**src/rtl/iir_crossover_pkg.sv**
```systemverilog
// Shared constants, FSM encoding and the production crossover coefficient set.
// Production set: 2nd-order Butterworth LP/HP pair, fc = 2 kHz at fs = 48 kHz, Q2.22.
`ifndef c_DATA_NBITS
`define c_DATA_NBITS 24
`endif

package iir_crossover_pkg;

    localparam int C_DATA_NBITS = `c_DATA_NBITS;
    localparam int C_COEF_NBITS = 24;
    localparam int C_COEF_FRAC  = 22;
    localparam int N_FILT       = 4;
    localparam int N_TAP        = 5;

    typedef enum logic [2:0] {
        ST_IDLE,
        ST_LOAD,
        ST_MAC,
        ST_WB,
        ST_DONE
    } state_t;

    // Tap order is b0, b1, b2, a1, a2; a-terms are subtracted by the MAC.
    function automatic logic signed [C_COEF_NBITS-1:0] prod_coef(input logic       is_hp,
                                                                input logic [2:0] tap);
        logic signed [C_COEF_NBITS-1:0] c;
        c = '0;
        case (tap)
            3'd0:    c = is_hp ?  24'sd3485056 : 24'sd60402;
            3'd1:    c = is_hp ? -24'sd6970112 : 24'sd120804;
            3'd2:    c = is_hp ?  24'sd3485056 : 24'sd60402;
            3'd3:    c = -24'sd6849313;
            3'd4:    c =  24'sd2896616;
            default: c = '0;
        endcase
        return c;
    endfunction

endpackage

```
**src/rtl/xover_coef_rom.sv**
```systemverilog
// Coefficient lookup by filter (0..3 = L-LP, L-HP, R-LP, R-HP) and tap (0..4); combinational, no handshake.
module xover_coef_rom
    import iir_crossover_pkg::*;
#(
    parameter int COEF_NBITS = C_COEF_NBITS,
    parameter int COEF_FRAC  = C_COEF_FRAC,
    parameter int TEST_COEFS = 0
) (
    input  logic [1:0]                   i_filt,
    input  logic [2:0]                   i_tap,
    output logic signed [COEF_NBITS-1:0] o_coef
);

    localparam logic signed [COEF_NBITS-1:0] ONE  = COEF_NBITS'(1) << COEF_FRAC;
    localparam logic signed [COEF_NBITS-1:0] HALF = COEF_NBITS'(1) << (COEF_FRAC - 1);

    logic w_is_hp;

    always_comb begin
        w_is_hp = 1'b0;
        case (i_filt)
            2'd1, 2'd3: w_is_hp = 1'b1;
            default:    w_is_hp = 1'b0;
        endcase
    end

    always_comb begin
        o_coef = '0;
        if (TEST_COEFS != 0) begin
            // Bench set: LP y = x + x1, HP y = 0.5*x + 0.5*y1.
            if (!w_is_hp) begin
                if (i_tap == 3'd0 || i_tap == 3'd1) o_coef = ONE;
            end else begin
                if (i_tap == 3'd0)      o_coef = HALF;
                else if (i_tap == 3'd3) o_coef = -HALF;
            end
        end else begin
            o_coef = COEF_NBITS'(prod_coef(w_is_hp, i_tap));
        end
    end

endmodule

```
**src/rtl/iir_crossover.sv**
```systemverilog
// Stereo 2-way crossover: four DF-I biquads on one shared MAC, 26 cycles from i_sync to o_valid.
// No backpressure: an i_sync arriving while busy is dropped and latches o_ovr until reset.
module iir_crossover
    import iir_crossover_pkg::*;
#(
    parameter int DATA_NBITS = `c_DATA_NBITS,
    parameter int COEF_NBITS = C_COEF_NBITS,
    parameter int COEF_FRAC  = C_COEF_FRAC,
    parameter int TEST_COEFS = 0
) (
    input  logic                         i_mck,
    input  logic                         i_rst,
    input  logic                         i_sync,
    input  logic signed [DATA_NBITS-1:0] i_l24,
    input  logic signed [DATA_NBITS-1:0] i_r24,
    output logic signed [DATA_NBITS-1:0] o_l_lp_24,
    output logic signed [DATA_NBITS-1:0] o_l_hp_24,
    output logic signed [DATA_NBITS-1:0] o_r_lp_24,
    output logic signed [DATA_NBITS-1:0] o_r_hp_24,
    output logic                         o_valid,
    output logic                         o_busy,
    output logic                         o_ovr
);

    localparam int PROD_W = DATA_NBITS + COEF_NBITS;
    localparam int ACC_W  = PROD_W + 3;

    localparam logic signed [ACC_W-1:0] RND_HALF =
        {{(ACC_W - COEF_FRAC){1'b0}}, 1'b1, {(COEF_FRAC - 1){1'b0}}};
    localparam logic signed [DATA_NBITS-1:0] SAT_MAX = {1'b0, {(DATA_NBITS - 1){1'b1}}};
    localparam logic signed [DATA_NBITS-1:0] SAT_MIN = {1'b1, {(DATA_NBITS - 1){1'b0}}};

    state_t r_state, w_state_nxt;

    logic [1:0] r_flt;
    logic [2:0] r_tap;

    logic signed [DATA_NBITS-1:0] r_xin [2];
    logic signed [DATA_NBITS-1:0] r_x1  [2];
    logic signed [DATA_NBITS-1:0] r_x2  [2];
    logic signed [DATA_NBITS-1:0] r_y1  [N_FILT];
    logic signed [DATA_NBITS-1:0] r_y2  [N_FILT];
    logic signed [ACC_W-1:0]      r_acc;

    logic signed [DATA_NBITS-1:0] r_l_lp, r_l_hp, r_r_lp, r_r_hp;
    logic                         r_ovr;

    logic                         w_ch;
    logic signed [COEF_NBITS-1:0] w_coef;
    logic signed [DATA_NBITS-1:0] w_opnd;
    logic signed [PROD_W-1:0]     w_prod;
    logic signed [ACC_W-1:0]      w_prod_ext;
    logic signed [ACC_W-1:0]      w_rnd;
    logic signed [ACC_W-1:0]      w_shift;
    logic signed [DATA_NBITS-1:0] w_sat;

    assign w_ch = r_flt[1];

    xover_coef_rom #(
        .COEF_NBITS (COEF_NBITS),
        .COEF_FRAC  (COEF_FRAC),
        .TEST_COEFS (TEST_COEFS)
    ) u_rom (
        .i_filt (r_flt),
        .i_tap  (r_tap),
        .o_coef (w_coef)
    );

    always_comb begin
        w_opnd = '0;
        case (r_tap)
            3'd0:    w_opnd = r_xin[w_ch];
            3'd1:    w_opnd = r_x1[w_ch];
            3'd2:    w_opnd = r_x2[w_ch];
            3'd3:    w_opnd = r_y1[r_flt];
            3'd4:    w_opnd = r_y2[r_flt];
            default: w_opnd = '0;
        endcase
    end

    assign w_prod     = w_opnd * w_coef;
    assign w_prod_ext = {{(ACC_W - PROD_W){w_prod[PROD_W-1]}}, w_prod};

    // Round half up, then clamp when the shifted value no longer fits the sample width.
    assign w_rnd   = r_acc + RND_HALF;
    assign w_shift = w_rnd >>> COEF_FRAC;

    always_comb begin
        w_sat = w_shift[DATA_NBITS-1:0];
        if (!((&w_shift[ACC_W-1:DATA_NBITS-1]) || !(|w_shift[ACC_W-1:DATA_NBITS-1]))) begin
            w_sat = w_shift[ACC_W-1] ? SAT_MIN : SAT_MAX;
        end
    end

    always_ff @(posedge i_mck or posedge i_rst) begin
        if (i_rst) r_state <= ST_IDLE;
        else       r_state <= w_state_nxt;
    end

    always_comb begin
        w_state_nxt = r_state;
        o_valid     = 1'b0;
        o_busy      = 1'b1;
        case (r_state)
            ST_IDLE: begin
                o_busy = 1'b0;
                if (i_sync) w_state_nxt = ST_LOAD;
            end
            ST_LOAD: w_state_nxt = ST_MAC;
            ST_MAC:  if (r_tap == 3'd4) w_state_nxt = ST_WB;
            ST_WB:   w_state_nxt = (r_flt == 2'd3) ? ST_DONE : ST_MAC;
            ST_DONE: begin
                o_valid     = 1'b1;
                w_state_nxt = ST_IDLE;
            end
            default: w_state_nxt = ST_IDLE;
        endcase
    end

    always_ff @(posedge i_mck or posedge i_rst) begin
        if (i_rst) begin
            r_flt  <= '0;
            r_tap  <= '0;
            r_acc  <= '0;
            r_ovr  <= 1'b0;
            r_l_lp <= '0;
            r_l_hp <= '0;
            r_r_lp <= '0;
            r_r_hp <= '0;
            for (int i = 0; i < 2; i++) begin
                r_xin[i] <= '0;
                r_x1[i]  <= '0;
                r_x2[i]  <= '0;
            end
            for (int i = 0; i < N_FILT; i++) begin
                r_y1[i] <= '0;
                r_y2[i] <= '0;
            end
        end else begin
            if (i_sync && r_state != ST_IDLE) r_ovr <= 1'b1;
            case (r_state)
                ST_IDLE: begin
                    // Samples are only guaranteed valid alongside the accepted sync pulse.
                    if (i_sync) begin
                        r_xin[0] <= i_l24;
                        r_xin[1] <= i_r24;
                    end
                end
                ST_LOAD: begin
                    r_acc <= '0;
                    r_flt <= '0;
                    r_tap <= '0;
                end
                ST_MAC: begin
                    r_acc <= (r_tap >= 3'd3) ? (r_acc - w_prod_ext) : (r_acc + w_prod_ext);
                    r_tap <= r_tap + 3'd1;
                end
                ST_WB: begin
                    r_y1[r_flt] <= w_sat;
                    r_y2[r_flt] <= r_y1[r_flt];
                    // LP and HP of a channel share x history, so it advances only after HP.
                    if (r_flt[0]) begin
                        r_x1[w_ch] <= r_xin[w_ch];
                        r_x2[w_ch] <= r_x1[w_ch];
                    end
                    if (r_flt == 2'd3) begin
                        r_l_lp <= r_y1[0];
                        r_l_hp <= r_y1[1];
                        r_r_lp <= r_y1[2];
                        r_r_hp <= w_sat;
                    end
                    r_acc <= '0;
                    r_tap <= '0;
                    r_flt <= r_flt + 2'd1;
                end
                default: ;
            endcase
        end
    end

    assign o_l_lp_24 = r_l_lp;
    assign o_l_hp_24 = r_l_hp;
    assign o_r_lp_24 = r_r_lp;
    assign o_r_hp_24 = r_r_hp;
    assign o_ovr     = r_ovr;

endmodule

```
**config.mk**
```make
export PLATFORM = sky130hd
export DESIGN_NAME = iir_crossover
export DESIGN_NICKNAME = d
export VERILOG_FILES = /design/src/rtl/iir_crossover_pkg.sv /design/src/rtl/xover_coef_rom.sv /design/src/rtl/iir_crossover.sv
export SDC_FILE = /design/constraint.sdc
export NUM_CORES = 2
export LEC_CHECK = 0
export BUFFER_PORTS_ARGS = -buffer_cell sky130_fd_sc_hd__buf_2
export CELL_PAD_IN_SITES_DETAIL_PLACEMENT = 1
export CELL_PAD_IN_SITES_GLOBAL_PLACEMENT = 1
export CORE_ASPECT_RATIO = 0.7
export CORE_MARGIN = 1
export CORE_UTILIZATION = 56
export CTS_BUF_LIST = sky130_fd_sc_hd__clkbuf_4 sky130_fd_sc_hd__clkbuf_8
export DETAILED_ROUTE_END_ITERATION = 16
export PLACE_DENSITY_LB_ADDON = 0.1
export SLEW_MARGIN = 5
export SYNTH_ARGS = -nofsm -noshare
export SYNTH_HDL_FRONTEND = slang
export SYNTH_SLANG_ARGS = --single-unit
```
**constraint.sdc**
```tcl
create_clock -name i_mck -period 27.5 [get_ports i_mck]
set_input_delay 1.375 -clock i_mck [delete_from_list [all_inputs] [get_ports i_mck]]
set_output_delay 1.375 -clock i_mck [all_outputs]
set_load 0.01 [all_outputs]
```
Yosys cells after proc, flatten, opt, wreduce, memory -nomap -nowiden. Cells that the tools add are included.

Add/subtract/negate cells: 5. Multipliers: 1. Magnitude comparators: 5. Equality and inequality tests: 12. Multiplexer cells: 40. Bitwise gates (word level): 2. Reduce and logical (&&, ||, !) cells: 19.

Operators with widths (number): two-way mux 24 bit (18); bitwise mux 96 bit (2); one-hot mux 24 bit (5 select lines) (1); one-hot mux 51 bit (2 select lines) (1); binary-select mux 24 bit (select 2 bit) (2); bitwise mux 48 bit (2); one-hot mux 24 bit (4 select lines) (1); adder 51 x 23 -> 51 bit, second input constant (1); adder 51 x 48 -> 51 bit (1); two-way mux 51 bit (1); subtractor 51 x 48 -> 51 bit (1); demux 24 bit (select 2 bit) (1); multiplier 24 x 24 -> 48 bit (1); demux 24 bit (select 1 bit) (1); two-way mux 22 bit (1); == test 3 x 2 -> 1 bit, second input constant (4); one-hot mux 3 bit (4 select lines) (1); two-way mux 3 bit (3); AND reduction 2 bit (4); == test 3 x 1 -> 1 bit, second input constant (2); == test 3 bit, second input constant (2); zero test 3 bit (2); one-hot mux 3 bit (2 select lines) (1); AND reduction 6 bit (1); other kinds (21) (29).

Register bits: 492. Output and inout port bits: 99.

Logic depth before layout (Yosys ltp).
Depth after elaboration: 9. Mapped depth: 53.

Hierarchy. From an unflattened synthesis, not the netlist that was laid out.

Cells, all modules: 4718. Area, all modules: 46347.0 um^2.

Modules (own cells, without submodules): iir_crossover (times used 1, cells an instance 4675, area an instance 46105.5 um^2); xover_coef_rom (times used 1, cells an instance 43, area an instance 241.5 um^2).

Worst setup path before layout. OpenSTA, ideal clock, no wires.

Path kind: flip-flop to flip-flop. From: reg r_flt[1]. To: reg r_acc[48]. Arrival: 12360 ps. Path slack: 15008 ps. Stages on the path, launching flop included: 50. Period minus slack after synthesis: 12492 ps. Cells stage by stage: dfrtp_1 > buf_2 > buf_2 > buf_1 > buf_1 > clkbuf_1 > inv_1 > ha_1 > or2_2 > buf_1 > o21ai_1 > clkbuf_1 > nand2_1 > fa_1 > inv_1 > fa_1 > inv_1 > fa_1 > [14 not listed] > nand3_1 > nand2b_1 > nor4_2 > and2_1 > a21oi_1 > xor2_1 > ha_1 > clkbuf_1 > nand3_1 > nor4_1 > o211ai_1 > a2111oi_0 > nor3_1 > o21bai_1 > a31o_2 > a21oi_1 > nor4b_1 > or3_1.

Cells in the longest elaborated chain, start to end: 9. Elaborated cells on any way between the ends: 30. Classes of those cells: add/sub (2); mul (1); eq/ne (2); mux (22); bitwise (2); reduce/logical (1).

RTL lines: start: declaration (line iir_crossover.sv:35) `logic [1:0] r_flt;`; start signal: assignment (line iir_crossover.sv:174) `r_flt <= r_flt + 2'd1;`; == test 2 bit, or another cell as far along (line xover_coef_rom.sv:21) `case (i_filt)`; OR reduction 2 bit, or another cell as far along (line xover_coef_rom.sv:21); two-way mux 1 bit, or another cell as far along (line xover_coef_rom.sv:21); two-way mux 22 bit, or another cell as far along (line iir_crossover_pkg.sv:29, iir_crossover_pkg.sv:31); one-hot mux 24 bit (4 select lines) / one-hot mux 24 bit (5 select lines) (equally long branches) (line iir_crossover_pkg.sv:28, iir_crossover.sv:71); multiplier 24 x 24 -> 48 bit (*) (line iir_crossover.sv:81) `assign w_prod = w_opnd * w_coef;`; adder 51 x 48 -> 51 bit / subtractor 51 x 48 -> 51 bit (equally long branches) (line iir_crossover.sv:155) `r_acc <= (r_tap >= 3'd3) ? (r_acc - w_prod_ext) : (r_acc + w_prod_ext);`; two-way mux 51 bit (*) (line iir_crossover.sv:155); one-hot mux 51 bit (2 select lines) (*) (line iir_crossover.sv:141) `case (r_state)`; end signal: assignment (line iir_crossover.sv:155); end: declaration (line iir_crossover.sv:43) `logic signed [ACC_W-1:0] r_acc;`.

Mark *: on every way between the ends. The rest lies on a longest branch, timed or not. The select of a mux whose other input is x is not followed. A chain may end at the register's enable or synchronous reset.

Final worst setup path. Ends and elaborated chain as after synthesis.

==> metrics.md <==
| Metric | Value |
|---|---|
| Die area | `0.0830 mm^2` |
| Max Cap Viol | `1` |
| Syn_area_per_cell | `9.89 um^2` |
| Initial core utilization | `0.567` |
| Via count | `35800` |
| CTS tree | `done` |
| Cell Area, Synth | `0.0458 mm^2` |
| Clock Path Buffers | `3` |
| Commonest cells in the netlist | `inv_1, fa_1, nand2_1` |
| Post-CTS sizing | `0` |
| CP startpoint kind | `flop` |
| Die Width | `344 um` |
| Dominant synthesized flop cell | `dfrtp_1` |
| Core box area | `0.0808 mm^2` |
| RSZ-0062 raised after global routing | `no` |
| DR iter-0 viols | `3204` |
| Area grow syn2layout | `7.26%` |
| Placement Rows | `87` |
| DRC errors left | `0` |
| Vias in the first global route | `38300` |
| Asr flop ratio synth | `1.00` |
| Final Hold Fails | `0` |
| Fmax | `68.6 MHz` |
| Share of layout cells above drive strength 1 | `0.162` |
| #FFs+latches synth | `468` |
| Tcrit/Tclk final | `0.530` |
| DR vias/cell | `6.13` |
| Hold Crit Depth | `1` |
| Clk root buf | `clkbuf_8` |
| Clk_lat worst skew | `0.72 ns` |
| Cell accounting for the most synthesized area | `dfrtp_1` |
| Clock transition at the registers of the reported paths | `0.07 ns` |
| Failing checks | `max-capacitance violations, max-slew violations` |
| Port bufs | `149` |
| DP HPWL | `129 mm` |
| Final WL | `164 mm` |
| Worst R2R End | `r_acc[48]` |
| Crit path launch | `r_flt[1]` |
| Setup crit end kind | `flop` |
| Share of the synthesized area in the top cell type | `0.256` |
| Top post-synthesis cells by area | `dfrtp_1, fa_1, mux2_2` |
| CP Depth | `41` |
| Worst Hold End | `o_ovr` |
| I/O pin total | `150` |
| CP max-delay cell | `dfrtp_4` |
| Crit path top cell by count | `fa_1` |
| DIE HEIGHT | `241 um` |
| Initial antenna violation count | `3` |
| R2R depth | `41` |
| Grt total ovfl | `0` |
| CP Class | `reg2reg` |
| Crit path max-delay family | `simple AND/OR/NAND/NOR gates` |
| Critical path data arrival time | `15.18 ns` |
| Status | `complete, but fails checks` |
| Clock sinks | `468` |
| All-Layer GR Usage | `0.409` |
| Crit path buf inv count | `5` |
| Yosys warning count | `0` |
| Post-CTS Hold Buffers | `0` |
| Final Skew | `0.0576 ns` |
| H-tree levels | `3` |
| Slew Limit Fails | `5` |
| Final setup violation count | `0` |
| CTS Buf Count | `73` |
| Crit Reg-Reg Startpoint | `r_flt[1]` |
| Hold path startpoint | `o_ovr` |
| Most frequent cell after synthesis | `inv_1` |
| Largest net degree at the start of global routing | `140` |
| Worst Max-Slew Pin Slew | `1.54 ns` |
| Number of synthesized flops with an enable pin | `0` |
| Max-Slew Margin vs Limit | `-0.0402` |
| First-pass GRT wire length | `250 mm` |
| Final ANT Viol Nets | `0` |
| Buffer count from post-CTS setup fixing | `0` |
| Distinct cells, synth | `92` |
| Crit Path Max Fanout | `45` |
| Register area share after synthesis | `0.256` |
| HP Class | `reg2reg` |
| WP data required | `28.10 ns` |
| Syn Nets | `5487` |
| FF-to-FF setup slack | `12.91 ns` |
| Crit-path max cell delay | `0.84 ns` |
| Gate Count Post-Synth | `4634` |
| Post-layout nets | `5562` |
| Final TNS setup | `0 ns` |
| Crit path time final | `14.59 ns` |
| Drt wl/cell | `28.1 um` |
| Routability cong. | `1.04` |
| Number of detailed-route iterations in the first pass | `6` |
## stage by stage
stage                util  hold slack [ns]  instances  setup WS (ns)  instance area, um^2
floorplan               -            0.450       4634          13.07                45800
global placement    0.589            0.434       5702          13.45                47600
detailed placement  0.589            0.447       5702          13.24                47600
CTS                 0.609            0.463       5832          13.19                49200
global route        0.609            0.486       5833          11.99                49200
finish              0.609            0.459       5834          12.91                49200
## cell usage in the layout (no fill, tap or decap), drive strengths merged, types with 16 or more instances in the layout
cell type	Yosys	routed
nand3	51	51
xor2	71	71
a21o	48	48
a31oi	20	20
o22ai	33	33
a21oi	140	140
clkbuf	147	113
mux2	334	334
o21ai	228	228
and3	28	28
nor3	34	34
o21a	48	48
nand2b	24	24
nand4	16	16
a211oi	21	21
nor2b	26	26
inv	801	804
mux4	48	48
nor2	251	251
nand2	565	565
fa	585	585
mux2i	56	56
dfrtp	468	468
ha	217	217
buf	58	205
xnor2	72	72
and2	51	51
## sequential cells by signal, indices dropped and copies added, names as in the netlist, 48 cells and up
name,count
r_y1,96
r_y2,96
r_acc,51
r_x1,48
r_x2,48
r_xin,48
## area by class of cell
class	instances	area, um^2
fill	8895	31600
clock inverter	17	161
inverter	802	3020
multi-input combinational	3159	30300
timing repair buffer	205	1170
tap	1068	1340
sequential	468	11700
clock buffer	113	1430
antenna	2	5.00
## per-layer routing
layer	wire length, um	global-route usage
met1	69400	0.574
met5	371	0.0307
met4	4710	0.106
met3	20300	0.169
met2	69100	0.582
## worst register-to-register path: cells and delay by family (launching register included)
family                     cells  cell delay [ns]
AOI/OAI and AO/OA              9             3.31
xor gates and xnor gates       2             0.40
adders and majority gates      9             3.87
buffers and inverters          5             0.99
DFF                            1             0.84
muxes                          1             0.36
and+or+nand+nor               15             4.71
## cells by family after synthesis
| kind of cell | share of synthesized area |
|---|---|
| AOI/OAI and AO/OA | 0.0930 |
| xor gates and xnor gates | 0.0273 |
| muxes | 0.118 |
| DFF | 0.256 |
| buffers and inverters | 0.0847 |
| adders and majority gates | 0.315 |
| and+or+nand+nor | 0.107 |
## how the worst max path moves through the flow
stage | end | slack (ns)
4_1_cts | r_acc[48] | 13.19
6_report | r_acc[48] | 12.91
5_1_grt | r_acc[48] | 11.99
3_3_place_gp | r_acc[48] | 13.45
2_1_floorplan | o_l_hp_24[0] | 13.07
3_5_place_dp | r_acc[48] | 13.24
Power is not shown: default switching activity piles up to over one toggle a cycle in this logic, so the estimate is an artifact.
